==> config.mk <==
export PLATFORM = sky130hd
export DESIGN_NAME = bt_cmd_decode
export DESIGN_NICKNAME = d
export VERILOG_FILES = /design/src/rtl/bt_cmd_decode.sv
export SDC_FILE = /design/constraint.sdc
export NUM_CORES = 1
export LEC_CHECK = 0
export CORE_UTILIZATION = 65
export CTS_BUF_LIST = sky130_fd_sc_hd__clkbuf_16
export DETAILED_ROUTE_END_ITERATION = 8
export PLACE_DENSITY = 0.84
export SLEW_MARGIN = 30
export SYNTH_ARGS = -nofsm -noshare
export SYNTH_HDL_FRONTEND = slang
export SYNTH_SLANG_ARGS = --single-unit
==> constraint.sdc <==
create_clock -name clk -period 5.7 [get_ports clk]
set_clock_uncertainty 0.15 [all_clocks]
set_input_delay 1.71 -clock clk [delete_from_list [all_inputs] [get_ports clk]]
set_output_delay 1.71 -clock clk [all_outputs]
set_load 0.05 [all_outputs]
==> src/rtl/bt_cmd_decode.sv <==
// bt_cmd_decode: UART 8N1 receiver feeding a two-byte (0xA5, cmd) frame parser that
// turns PREV/NEXT commands into single-cycle step pulses spaced at least GAP clocks apart.
module bt_cmd_decode #(
   parameter int CLK_HZ = 100_000_000,
   parameter int BAUD   = 9600,
   parameter int GAP    = 500000
) (
   input  logic       clk,
   input  logic       rst_n,
   input  logic       rxd,
   output logic [2:0] prev,
   output logic [2:0] next,
   output logic       cmd_err,
   output logic       drop,
   output logic       busy
);

   localparam int DIV   = CLK_HZ / BAUD;
   localparam int CNT_W = $clog2(DIV + 1);
   localparam int GAP_W = (GAP > 1) ? $clog2(GAP + 1) : 1;
   localparam logic [CNT_W-1:0] CNT_ZERO = CNT_W'(0);
   localparam logic [CNT_W-1:0] CNT_ONE  = CNT_W'(1);
   localparam logic [CNT_W-1:0] HALF_M1  = CNT_W'(DIV / 2 - 1);
   localparam logic [CNT_W-1:0] FULL_M1  = CNT_W'(DIV - 1);
   localparam logic [GAP_W-1:0] GAP_ZERO = GAP_W'(0);
   localparam logic [GAP_W-1:0] GAP_ONE  = GAP_W'(1);
   localparam logic [GAP_W-1:0] GAP_LOAD = GAP_W'(GAP - 1);
   localparam logic [7:0]       HDR_BYTE = 8'hA5;

   typedef enum logic [1:0] {
      RX_IDLE  = 2'd0,
      RX_START = 2'd1,
      RX_DATA  = 2'd2,
      RX_STOP  = 2'd3
   } rx_state_t;

   typedef enum logic {
      P_HDR = 1'b0,
      P_CMD = 1'b1
   } p_state_t;

   logic             sync1_r, sync2_r, line_prev_r;
   rx_state_t        rx_state_r, rx_state_s;
   logic [CNT_W-1:0] baud_cnt_r;
   logic [2:0]       bit_cnt_r;
   logic [7:0]       shift_r;
   logic             fall_s, tick_half_s, tick_full_s;
   logic             shift_en_s, byte_stb_s, frame_err_s;

   p_state_t         p_state_r, p_state_s;
   logic             cmd_valid_s, cmd_bad_s;
   logic             new_op_s;
   logic [2:0]       new_step_s;

   logic [GAP_W-1:0] gap_r, gap_s;
   logic             slot_v_r, slot_v_s, slot_op_r, slot_op_s;
   logic [2:0]       slot_step_r, slot_step_s;
   logic             gap_zero_s, issue_slot_s, issue_new_s, store_s, drop_s;
   logic [2:0]       prev_s, next_s;
   logic [2:0]       prev_r, next_r;
   logic             cmd_err_r, drop_r, busy_r;

   assign fall_s      = line_prev_r & ~sync2_r;
   assign tick_half_s = (baud_cnt_r == HALF_M1);
   assign tick_full_s = (baud_cnt_r == FULL_M1);
   assign new_op_s    = shift_r[7];
   assign new_step_s  = shift_r[2:0];

   // two-flop synchronizer plus one delayed copy for falling-edge detection
   always_ff @(posedge clk or negedge rst_n) begin
      if (!rst_n) begin
         sync1_r     <= 1'b1;
         sync2_r     <= 1'b1;
         line_prev_r <= 1'b1;
      end else begin
         sync1_r     <= rxd;
         sync2_r     <= sync1_r;
         line_prev_r <= sync2_r;
      end
   end

   // receiver state register
   always_ff @(posedge clk or negedge rst_n) begin
      if (!rst_n) begin
         rx_state_r <= RX_IDLE;
      end else begin
         rx_state_r <= rx_state_s;
      end
   end

   // receiver next-state logic
   always_comb begin
      rx_state_s = rx_state_r;
      case (rx_state_r)
         RX_IDLE: begin
            if (fall_s) rx_state_s = RX_START;
            else        rx_state_s = RX_IDLE;
         end
         RX_START: begin
            if (tick_half_s) rx_state_s = sync2_r ? RX_IDLE : RX_DATA;
            else             rx_state_s = RX_START;
         end
         RX_DATA: begin
            if (tick_full_s && (bit_cnt_r == 3'd7)) rx_state_s = RX_STOP;
            else                                    rx_state_s = RX_DATA;
         end
         RX_STOP: begin
            if (tick_full_s) rx_state_s = RX_IDLE;
            else             rx_state_s = RX_STOP;
         end
         default: rx_state_s = RX_IDLE;
      endcase
   end

   // receiver outputs: data-bit shift enable and end-of-frame strobes
   always_comb begin
      shift_en_s  = 1'b0;
      byte_stb_s  = 1'b0;
      frame_err_s = 1'b0;
      case (rx_state_r)
         RX_DATA: shift_en_s = tick_full_s;
         RX_STOP: begin
            if (tick_full_s) begin
               byte_stb_s  = sync2_r;
               frame_err_s = ~sync2_r;
            end else begin
               byte_stb_s  = 1'b0;
               frame_err_s = 1'b0;
            end
         end
         default: shift_en_s = 1'b0;
      endcase
   end

   // bit-period counter restarts on every state change and at each data-bit sample
   always_ff @(posedge clk or negedge rst_n) begin
      if (!rst_n) begin
         baud_cnt_r <= CNT_ZERO;
         bit_cnt_r  <= 3'd0;
         shift_r    <= 8'h00;
      end else begin
         if ((rx_state_r == RX_IDLE) || (rx_state_s != rx_state_r) || tick_full_s) begin
            baud_cnt_r <= CNT_ZERO;
         end else begin
            baud_cnt_r <= baud_cnt_r + CNT_ONE;
         end
         if (rx_state_r != RX_DATA) begin
            bit_cnt_r <= 3'd0;
         end else if (shift_en_s) begin
            bit_cnt_r <= bit_cnt_r + 3'd1;
         end
         if (shift_en_s) begin
            shift_r <= {sync2_r, shift_r[7:1]};
         end
      end
   end

   // frame parser state register
   always_ff @(posedge clk or negedge rst_n) begin
      if (!rst_n) begin
         p_state_r <= P_HDR;
      end else begin
         p_state_r <= p_state_s;
      end
   end

   // frame parser next-state logic; a repeated header keeps waiting for the command
   always_comb begin
      p_state_s = p_state_r;
      if (byte_stb_s) begin
         case (p_state_r)
            P_HDR:   p_state_s = (shift_r == HDR_BYTE) ? P_CMD : P_HDR;
            P_CMD:   p_state_s = (shift_r == HDR_BYTE) ? P_CMD : P_HDR;
            default: p_state_s = P_HDR;
         endcase
      end else begin
         p_state_s = p_state_r;
      end
   end

   // frame parser outputs: classify the command byte
   always_comb begin
      cmd_valid_s = 1'b0;
      cmd_bad_s   = 1'b0;
      if (byte_stb_s && (p_state_r == P_CMD) && (shift_r != HDR_BYTE)) begin
         if (((shift_r[7:6] == 2'b01) || (shift_r[7:6] == 2'b10)) && (new_step_s != 3'd0)) begin
            cmd_valid_s = 1'b1;
         end else begin
            cmd_bad_s = 1'b1;
         end
      end else begin
         cmd_valid_s = 1'b0;
         cmd_bad_s   = 1'b0;
      end
   end

   // issue arbitration: the pending slot always wins over a fresh command
   always_comb begin
      gap_zero_s   = (gap_r == GAP_ZERO);
      issue_slot_s = gap_zero_s & slot_v_r;
      issue_new_s  = cmd_valid_s & gap_zero_s & ~slot_v_r;
      store_s      = cmd_valid_s & ((~gap_zero_s & ~slot_v_r) | issue_slot_s);
      drop_s       = cmd_valid_s & ~gap_zero_s & slot_v_r;
      prev_s       = 3'd0;
      next_s       = 3'd0;
      gap_s        = gap_r;
      slot_v_s     = slot_v_r;
      slot_op_s    = slot_op_r;
      slot_step_s  = slot_step_r;
      if (issue_slot_s) begin
         if (slot_op_r) next_s = slot_step_r;
         else           prev_s = slot_step_r;
      end else if (issue_new_s) begin
         if (new_op_s) next_s = new_step_s;
         else          prev_s = new_step_s;
      end else begin
         prev_s = 3'd0;
         next_s = 3'd0;
      end
      if (issue_slot_s || issue_new_s) begin
         gap_s = GAP_LOAD;
      end else if (!gap_zero_s) begin
         gap_s = gap_r - GAP_ONE;
      end else begin
         gap_s = gap_r;
      end
      if (store_s) begin
         slot_v_s    = 1'b1;
         slot_op_s   = new_op_s;
         slot_step_s = new_step_s;
      end else if (issue_slot_s) begin
         slot_v_s = 1'b0;
      end else begin
         slot_v_s = slot_v_r;
      end
   end

   // gap counter, pending slot and registered outputs
   always_ff @(posedge clk or negedge rst_n) begin
      if (!rst_n) begin
         gap_r       <= GAP_ZERO;
         slot_v_r    <= 1'b0;
         slot_op_r   <= 1'b0;
         slot_step_r <= 3'd0;
         prev_r      <= 3'd0;
         next_r      <= 3'd0;
         cmd_err_r   <= 1'b0;
         drop_r      <= 1'b0;
         busy_r      <= 1'b0;
      end else begin
         gap_r       <= gap_s;
         slot_v_r    <= slot_v_s;
         slot_op_r   <= slot_op_s;
         slot_step_r <= slot_step_s;
         prev_r      <= prev_s;
         next_r      <= next_s;
         cmd_err_r   <= frame_err_s | cmd_bad_s;
         drop_r      <= drop_s;
         busy_r      <= (gap_s != GAP_ZERO) | slot_v_s;
      end
   end

   assign prev    = prev_r;
   assign next    = next_r;
   assign cmd_err = cmd_err_r;
   assign drop    = drop_r;
   assign busy    = busy_r;

endmodule

# Word-level counts from Yosys, hierarchy flattened
# Index checks and enable logic that the tools add are counted.
dict set report totals {
  reg_bits 64
  in_bits 3
  output_inout_bits 9
  elab_cells 90
}
dict set report classes {
  addsub 3
  n_eq_ne 12
  muxes 31
  bitwise 14
  n_reduce_logical 13
}
# cell n
set op_table {}
lappend op_table {{2-to-1 mux 19 bit} 2}
lappend op_table {{2-to-1 mux 3 bit} 10}
lappend op_table {{logical NOT 19 bit} 1}
lappend op_table {{nonzero test 19 bit} 1}
lappend op_table {{subtractor 19 x 1 -> 19 bit, second input constant} 1}
lappend op_table {{adder 14 x 1 -> 14 bit, second input constant} 1}
lappend op_table {{== test 14 x 13 -> 1 bit, second input constant} 1}
lappend op_table {{== test 14 bit, second input constant} 1}
lappend op_table {{2-to-1 mux 1 bit} 14}
lappend op_table {{2-to-1 mux 14 bit} 1}
lappend op_table {{bitwise AND 1 bit} 8}
lappend op_table {{== test 8 bit, second input constant} 1}
lappend op_table {{!= test 8 bit, second input constant} 1}
lappend op_table {{one-hot mux 2 bit (4 select lines)} 1}
lappend op_table {{== test 2 bit, second input constant} 3}
lappend op_table {{2-to-1 mux 2 bit} 3}
lappend op_table {{== test 2 x 1 -> 1 bit, second input constant} 2}
lappend op_table {{logical AND 1 bit} 4}
lappend op_table {{logical OR 1 bit} 4}
lappend op_table {{adder 3 x 1 -> 3 bit, second input constant} 1}
lappend op_table {{== test 3 bit, second input constant} 1}
lappend op_table {{inverter 1 bit} 3}
lappend op_table {{OR 1 bit} 3}
lappend op_table {{nonzero test 3 bit} 1}
lappend op_table {{4 further kinds} 4}

# Depth between registers and ports, before layout
# Gate-level depths: netlist of run 1.
dict set report depth {
  word_depth 12
  depth_mapped 11
  ltp_nobuf 10
}

# Worst setup path after synthesis of run 1
# No wires, ideal clock.
dict set report synth_timing {
  path_type {register to register}
  from {register gap_r[0]}
  to {register busy_r, in the netlist busy}
  setup_time_ns 0.144
  t_arrival_ns 2.514
  t_required_ns 5.406
  slack_ns 2.892
  stages_incl_launch_ff 12
  n_path_buf 1
  synth_period_minus_slack_ns 2.808
  cell_sequence {dfrtp_1 -> inv_1 -> ha_1 -> or3b_2 -> clkbuf_4 -> nor3_4 -> nand2_4 -> ha_1 -> nand4_1 -> nand4b_1 -> nor4_1 -> o2111ai_1}
}
dict set report synth_between {
  elab_chain_cells 7
  elab_cells_between_ends 16
  classes_between {add/sub (1); mux (4); bitwise (8); reduce/logical (3)}
}
# element line
set synth_lines {}
lappend synth_lines {{from (decl)} 55} ;# logic [GAP_W-1:0] gap_r, gap_s;
lappend synth_lines {{from (signal assigned)} 251} ;# gap_r <= gap_s;
lappend synth_lines {{parallel branches: the longest is 6 deep, another holds subtractor 19 x 1 -> 19 bit} n/a}
lappend synth_lines {{OR 1 bit (*)} 259} ;# busy_r <= (gap_s != GAP_ZERO) | slot_v_s;
lappend synth_lines {{to (signal assigned)} 259}
lappend synth_lines {{to (decl)} 61} ;# logic cmd_err_r, drop_r, busy_r;
# Every way passes the cells marked *.
# A chain may end at the register's enable or synchronous reset.

# Worst setup path after layout of run 1
dict set report layout_timing {
  from {register cmd_err_r, in the netlist cmd_err}
  to {output cmd_err}
}
# element line
set layout_lines {}
lappend layout_lines {{from (decl)} 61}
lappend layout_lines {{from (signal assigned)} 257} ;# cmd_err_r <= frame_err_s | cmd_bad_s;
lappend layout_lines {{to (decl)} 13} ;# output logic cmd_err,
# No word-level cell between the ends.

==> results of run 1 <==
[power by group through the flow]
stage               Sequential [mW]  Combinational [mW]  Clock [mW]
detailed placement            0.524              0.0725           0
floorplan                     0.510              0.0616           0
global route                  0.524              0.0857       0.561
global placement              0.522              0.0712           0
finish                        0.519              0.0750       0.525
CTS                           0.518              0.0756       0.535
[state kept, by name, indices dropped and copies added (netlist names), 2 cells and up]
name / flops
baud_cnt_r: 14
bit_cnt_r: 3
gap_r: 19
next: 3
prev: 3
rx_state_r: 2
shift_r: 8
slot_step_r: 3
[final cells by class]
class                           instances  share of cell area [%]
Inverter                               11                    1.13
Clock buffer                            9                    6.19
Clock inverter                          7                    1.75
Timing Repair Buffer                   12                    3.09
Sequential cell                        64                    44.1
Multi-Input combinational cell        223                    41.4
Tap cell                               67                    2.30
[how the worst max path moves through the flow]
stage | start | to | slack [ns]
after floorplan | gap_r[0] | busy | 2.89
after global placement | next[1] | next[1] | 2.75
after detailed placement | gap_r[0] | busy | 2.62
after CTS | cmd_err | cmd_err | 2.37
after global routing | prev[0] | prev[0] | 2.34
final | cmd_err | cmd_err | 2.38
[routing by layer]
layer  share of wire (%)  track usage, %  wire [um]  vias to the layer above
met2                  49            45.7       3320                       98
met1                  43            41.6       2950                     1223
met5                   0               0          0                        -
met3                 4.7            5.66        322                       23
li1                    -               -          -                     1154
met4                 3.4            16.3        234                        0
[metrics by stage]
step                      util [%]  power, mW  cell area [um2]
after CTS                     76.6       1.13             3640
after detailed placement      70.5      0.597             3350
final                         76.6       1.12             3640
after floorplan                  -      0.571             3240
after global routing          76.6       1.17             3640
after global placement        70.5      0.594             3350
[cell families after synthesis]
family | Yosys count
fa+ha+maj | 7
simple gates | 144
compound gates | 43
buf+inv | 25
flops | 64
xor+xnor | 19
mux | 10
[layout by cell type, fill, tap and decap left out, types with 4 or more instances in the layout]
cell type / netlist / routed
dfrtp_1: 61 / 61
nand2_1: 31 / 31
nor2_1: 28 / 28
xor2_1: 12 / 12
inv_1: 10 / 11
nand3_1: 11 / 11
nor4_1: 10 / 10
nor3_1: 10 / 10
clkdlybuf4s50_1: 0 / 10
o21ai_0: 9 / 9
clkbuf_16: 0 / 9
a21oi_1: 8 / 8
mux2_2: 8 / 8
xnor2_1: 7 / 7
ha_1: 7 / 7
nand4_1: 6 / 6
and3_1: 5 / 5
a22o_1: 4 / 4
or4_4: 4 / 4
nand4b_1: 4 / 4
o31ai_1: 4 / 4
==> results.toml, run 1 <==
[clock_tree]
clock_sink_count = 64
cts_resized = 0
clk_latency_ns = 0.33
cts_hold_buf = 0
htree_levels = 3
clk_pin_slew_ns = 0.05
root_buffer = "clkbuf_16"
cts_buffer_depth = 2
cts_inserted_buffers = 9
cts_tree = "done"
post-cts-setup-buffers = 0

[yosys]
synth_compound_area_share_pct = 9.34
synth_area_leaders = "dfrtp_1 (47%), nand2_1 (3.6%), nor2_1 (3.2%)"
yosysMostFrequentCell = "dfrtp_1"
synth-adder-area-share_pct = 2.70
yosysUniqueCellTypes = 58
async_flop_share_pct = 100
syn_area_per_cell_um2 = 10.4
yosysTopAreaCell = "dfrtp_1"
yosys_warnings = 0
syn-num-nets = 322
syn_area_mm2 = 0.00324
synthXorXnorAreaFrac_pct = 5.13
synth_commonest_cells = "dfrtp_1 (61), nand2_1 (31), nor2_1 (28)"
synthMuxAreaShare_pct = 3.40
yosysTopAreaCellShare_pct = 47.1
synth_sequential_area_ratio_pct = 49.5
synth-simple-area-share_pct = 25.9
synth-edff-count = 0
synthFlopType = "dfrtp_1"
ys_ff_latch = 64
synth_top_family_by_area = "simple AND/OR/NAND/NOR gates"
synthCells = 312

[status]
status = "completed"

[place]
port_buffers = 11
gp_congestion = 0.951
post-place-ws_ns = 2.62
dp.cells = 377
hpwl_um = 4450

[route]
drtIter0Drc = 232
dr.pass1.iters = 5
drtAntennaViolNets = 0
vias = 2498
route.detailed.drc = 0
vias_per_cell = 6.36
finalWirelength_um = 6830
wl_per_cell_um = 17.4

[setup_path]
cp_num_buf_inv = 1
timing.rr.start = "gap_r[0]"
cp_max_fo = 1
crit_required_ns = 3.84
max_stage_delay_ns = 0.80
cp.depth = 1
crit_family = "buffers and inverters"
worst_ep_arrival_time_ns = 1.46
rr_endpoint = "busy"
reg2reg_slack_ns = 2.58
crit_type = "reg2out"
startpoint_type = "register"
end_kind = "primary output"
path_cells = "clkdlybuf4s50_1"
slowest_stage = "clkdlybuf4s50_1"
r2r_cells = 10

[floorplanning]
die_area_mm2 = 0.00528
dieHeight_um = 72.6
initial_utilization_pct = 68.2
fp.dieW_um = 72.6
num_rows = 25
core-area_mm2 = 0.00475
ios = 12

[timing]
finalCritPeriodShare_pct = 58.2
finalHoldViolCount = 0
setup_tns_ns = 0
post-route-min-period_ns = 3.32
final-setup-viol-count = 0
setup_ws_ns = 2.38
drv_slew = 0
worst_pin_slew_ns = 0.871
rsz0062_at_grt = "false"
holdWs_ns = 0.211
clock.fmax_mhz = 302
slew_headroom_pct = 41.4

[worst_hold_path]
whs_endpoint = "sync2_r"
holdPathStages = 0
hp-start = "sync1_r"
hp-class = "reg2reg"

[power_and_ir_drop]
p_sw_share_pct = 24.1
p_clk_share_pct = 46.9
switchingPower_mw = 0.270
powerDensity_mw_per_mm2 = 308
ir_drop_v = 0.000249
p_comb_share_pct = 6.7
leakagePower_nw = 1.73
internal_power_mw = 0.849
seqPwrFrac_pct = 46.4

[global_route]
grt-ovfl-total = 0
grt_pass1_vias = 2400
track_usage_pct = 30.3
antenna_found_initial = 0
grt_pass1_wl_um = 11800
grt_max_degree = 65

[cells_and_area]
nets = 331
final_layout_size_suffix_gt1_share_pct = 13.5
multiInputGateArea_mm2 = 0.00151
n_fill_cell = 322
antenna_cells = 0
syn2layout_area_growth_pct = 12.2
instances_no_fill = 393
seq_area_mm2 = 0.00161

[flow_run]
drv_cap = 0
Power figures use the tool's default switching activity.
==> run 2: changes to the inputs <==
--- a/config.mk
+++ b/config.mk
@@ -5,10 +5,10 @@
 export SDC_FILE = /design/constraint.sdc
 export NUM_CORES = 1
 export LEC_CHECK = 0
-export CORE_UTILIZATION = 65
+export CORE_UTILIZATION = 55
 export CTS_BUF_LIST = sky130_fd_sc_hd__clkbuf_16
 export DETAILED_ROUTE_END_ITERATION = 8
-export PLACE_DENSITY = 0.84
+export PLACE_DENSITY = 0.76
 export SLEW_MARGIN = 30
 export SYNTH_ARGS = -nofsm -noshare
 export SYNTH_HDL_FRONTEND = slang
==> constraint.sdc (replaced) <==
create_clock -name clk -period 2.9 [get_ports clk]
set_clock_uncertainty 0.15 [all_clocks]
set_input_delay 0.87 -clock clk [delete_from_list [all_inputs] [get_ports clk]]
set_output_delay 0.87 -clock clk [all_outputs]
set_load 0.05 [all_outputs]
==> results.toml, run 2 (synthesis results as in run 1) <==
[timing]
worst_pin_slew_ns = 0.635
rsz0062_at_grt = "false"
post-route-min-period_ns = 2.75
holdWs_ns = 0.204
slew_headroom_pct = 57.1
setup_ws_ns = 0.148
final-setup-viol-count = 0
clock.fmax_mhz = 363
setup_tns_ns = 0
drv_slew = 0
finalCritPeriodShare_pct = 94.9
finalHoldViolCount = 0

[global_route]
antenna_found_initial = 0
track_usage_pct = 23.4
grt_pass1_wl_um = 11000
grt_max_degree = 65
grt_pass1_vias = 2263
grt-ovfl-total = 0

[clock_tree]
clock_sink_count = 64
clk_latency_ns = 0.34
cts_hold_buf = 0
clk_pin_slew_ns = 0.06
root_buffer = "clkbuf_16"
htree_levels = 3
cts_buffer_depth = 2
cts_tree = "done"
cts_inserted_buffers = 9

[power_and_ir_drop]
p_sw_share_pct = 23.0
finalPower_mw = 2.41
switchingPower_mw = 0.553
ir_drop_v = 0.000478
p_comb_share_pct = 6.3
powerDensity_mw_per_mm2 = 637
leakagePower_nw = 1.79
p_clk_share_pct = 51.5
seqPwrFrac_pct = 42.2
internal_power_mw = 1.86

[route]
vias_per_cell = 6.08
vias = 2469
wl_per_cell_um = 16.3
drtAntennaViolNets = 0
finalWirelength_um = 6610
dr.pass1.iters = 4
route.detailed.drc = 0
drtIter0Drc = 221

[setup_path]
worst_ep_arrival_time_ns = 2.80
crit_required_ns = 2.94
path_cells = "inv_1 -> ha_1 -> or3b_2 -> nor3_4 -> nand2_4 -> ha_1 -> nand4_1 -> nand4b_1 -> nor4_2 -> o2111ai_1"
cp_max_fo = 10
crit_family = "simple AND/OR/NAND/NOR gates"
max_stage_delay_ns = 0.51
crit_type = "reg2reg"
cp_common_cell = "ha_1"
slowest_stage = "or3b_2"
startpoint_type = "register"
end_kind = "register"
cp_num_buf_inv = 1

[cells_and_area]
post-route-util_pct = 67.4
fin_area_mm2 = 0.00378
instances_no_fill = 406
top_register = "gap_r"
layout_common_cells = "dfrtp_1 (61), nand2_1 (31), nor2_1 (28)"
final_common_cell = "dfrtp_1"
antenna_cells = 0
top_regs = "gap_r x19, baud_cnt_r x14, shift_r x8"
syn2layout_area_growth_pct = 16.6
largest_reg_flops = 19
nets = 339
final_layout_size_suffix_gt1_share_pct = 16.2

[place]
post-place-ws_ns = 0.0841
gp_congestion = 0.946
placed_area_mm2 = 0.00342
dp.cells = 389
port_buffers = 11
hpwl_um = 4460

[floorplanning]
fp.dieW_um = 78.8
dieHeight_um = 78.8
core-area_mm2 = 0.00561
die_area_mm2 = 0.00621
ios = 12
initial_utilization_pct = 57.8
num_rows = 27

[worst_hold_path]
hp-class = "reg2reg"

[flow_run]
drv_cap = 0

[status]
status = "completed"
==> run 2: per-layer routing <==
metal	vias up	global-route usage (%)	share of wire, %
li1	1169	-	-
met3	15	4.48	5.5
met2	84	35.7	47
met1	1201	30.9	45
met4	0	13.9	2.6
met5	-	0	0
==> run 2: path summary, 6_finish.rpt <==
kind | end | slack [ns] | cells after the start | startpoint
worst max-delay path | busy | 0.15 | 10 | gap_r[0]
worst min-delay path | sync2_r | 0.20 | 0 | sync1_r
worst max register to register | busy | 0.15 | 10 | gap_r[0]
worst min register to register | sync2_r | 0.20 | 0 | sync1_r
max in group asynchronous | sync2_r | 1.89 | 2 | rst_n
min in group asynchronous | gap_r[14] | 0.38 | 2 | rst_n
==> run 2: worst reg2reg max path, stage by stage (launching register included) <==
cell and delay [ns]:
dfrtp_1 0.40, inv_1 0.10, ha_1 0.20, or3b_2 0.51, nor3_4 0.19, nand2_4 0.13
ha_1 0.29, nand4_1 0.10, nand4b_1 0.13, nor4_2 0.28, o2111ai_1 0.14
==> run 2: power by group through the flow <==
stage	clock, mW	sequential, mW	combinational [mW]
finish	1.24	1.02	0.152
global route	1.30	1.03	0.174
CTS	1.26	1.02	0.153
detailed placement	0	1.03	0.149
global placement	0	1.03	0.144
floorplan	0	1.00	0.121
==> run 2: layout make-up <==
| cell class | instances | area, um2 |
|---|---|---|
| well taps | 72 | 90.1 |
| fillers | 435 | 1830 |
| repair buffers | 20 | 185 |
| flip-flops and latches | 64 | 1610 |
| clock buffers | 9 | 225 |
| clock inverters | 7 | 119 |
| multi-input cells | 223 | 1510 |
| inverters | 11 | 41.3 |
==> run 2: timing repair <==
item,4_1_cts,5_1_grt
setup buffers,0,1
resized for setup,0,1
endpoints found under the setup margin,0,1
==> run 3: changes to the inputs <==
--- a/config.mk
+++ b/config.mk
@@ -8,7 +8,7 @@
 export CORE_UTILIZATION = 55
 export CTS_BUF_LIST = sky130_fd_sc_hd__clkbuf_16
 export DETAILED_ROUTE_END_ITERATION = 8
-export PLACE_DENSITY = 0.76
+export PLACE_DENSITY = 0.8
 export SLEW_MARGIN = 30
 export SYNTH_ARGS = -nofsm -noshare
 export SYNTH_HDL_FRONTEND = slang
==> results.toml, run 3 (synthesis results as in run 1) <==
[route]
drtIter0Drc = 198
finalWirelength_um = 6470
route.detailed.drc = 0
dr.pass1.iters = 4
wl_per_cell_um = 16.0
drtAntennaViolNets = 0
vias_per_cell = 6.02
vias = 2431

[power_and_ir_drop]
powerDensity_mw_per_mm2 = 592
ir_drop_v = 0.000426
leakagePower_nw = 1.76
finalPower_mw = 2.20

[timing]
post-route-min-period_ns = 2.73
rsz0062_at_grt = "false"
final-setup-viol-count = 0
finalCritPeriodShare_pct = 94.2
drv_slew = 0
clock.fmax_mhz = 366
worst_pin_slew_ns = 0.719
holdWs_ns = 0.211
setup_tns_ns = 0
slew_headroom_pct = 51.4
finalHoldViolCount = 0

[setup_path]
slowest_stage = "or3b_2"
crit_required_ns = 2.96
reg2reg_slack_ns = 0.17
worst_ep_arrival_time_ns = 2.79
path_cells = "inv_1 -> ha_1 -> or3b_2 -> nor3_4 -> nand2_4 -> inv_2 -> ha_1 -> nor4_2 -> and2b_1 -> a22o_1"
cp_max_fo = 10
max_stage_delay_ns = 0.50
end_kind = "register"
startpoint_type = "register"
crit_type = "reg2reg"
cp_common_cell = "ha_1"
crit_family = "simple AND/OR/NAND/NOR gates"
cp_num_buf_inv = 2

[worst_hold_path]
hp-class = "reg2reg"

[clock_tree]
cts_buffer_depth = 2
cts_hold_buf = 0
cts_inserted_buffers = 9
clk_pin_slew_ns = 0.06
clock_sink_count = 64
root_buffer = "clkbuf_16"
clk_latency_ns = 0.33
htree_levels = 3
cts_tree = "done"

[floorplanning]
num_rows = 27
core-area_mm2 = 0.00561
ios = 12
initial_utilization_pct = 57.8
die_area_mm2 = 0.00621
dieHeight_um = 78.8
fp.dieW_um = 78.8

[place]
gp_congestion = 0.952
port_buffers = 11
hpwl_um = 4390

[global_route]
antenna_found_initial = 0
track_usage_pct = 23.3
grt_pass1_wl_um = 11000
grt_max_degree = 65
grt-ovfl-total = 0
grt_pass1_vias = 2295

[cells_and_area]
largest_reg_flops = 19
layout_common_cells = "dfrtp_1 (61), nand2_1 (31), nor2_1 (28)"
nets = 337
syn2layout_area_growth_pct = 14.4
antenna_cells = 0
final_layout_size_suffix_gt1_share_pct = 15.1
top_regs = "gap_r x19, baud_cnt_r x14, shift_r x8"
final_common_cell = "dfrtp_1"
top_register = "gap_r"
n_fill_cell = 449

[status]
status = "completed"

[flow_run]
drv_cap = 0
[run 3: layout make-up]
cell class | instances | area, um2 | area share (%)
Clock inverter | 7 | 62.6 | 1.69
Multi-Input combinational cell | 223 | 1510 | 40.8
Clock buffer | 9 | 225 | 6.07
Tap cell | 72 | 90.1 | 2.43
Timing Repair Buffer | 18 | 170 | 4.59
Sequential cell | 64 | 1610 | 43.3
Inverter | 11 | 41.3 | 1.11
[run 3: what timing repair did]
| action | CTS | global route |
|---|---|---|
| buffers inserted | 0 | 0 |
| gates resized for setup | 0 | 1 |
| hold endpoints to repair | 0 | 0 |
| endpoints found under the setup margin | 0 | 4 |
[run 3: through the flow]
step                      instances  util [%]  cell area [um2]  setup WS (ns)
final                           404      66.1             3710          0.169
after global routing            404      66.1             3710         0.0106
after CTS                       404      66.0             3700         0.0730
after detailed placement        388      60.9             3410         0.0777
after global placement          388      60.9             3410          0.219
after floorplan                 312         -             3240         0.0920
[run 3: worst paths after layout]
check                          from       end  cells past startpoint
setup / recovery           gap_r[0]   prev[1]                     10
hold / removal              sync1_r   sync2_r                      0
setup reg to reg           gap_r[0]   prev[1]                     10
hold reg to reg             sync1_r   sync2_r                      0
max in group asynchronous     rst_n   sync2_r                      2
min in group asynchronous     rst_n  gap_r[9]                      2
[run 3: report_power, final]
part           internal [mW]  total (mW)  switching (mW)
combinational         0.0691       0.144          0.0747
sequential             0.946        1.01          0.0680
clock                  0.656        1.04           0.382
total                   1.67        2.20           0.525
[run 3: metal layers]
layer  global-route usage (%)  share of wire (%)  vias to the layer above
met1                     30.6                 46                     1183
met3                     6.78                5.0                       17
met2                     35.6                 46                       74
met4                     10.6                2.8                        0
li1                         -                  -                     1157
met5                        0                  0                        -
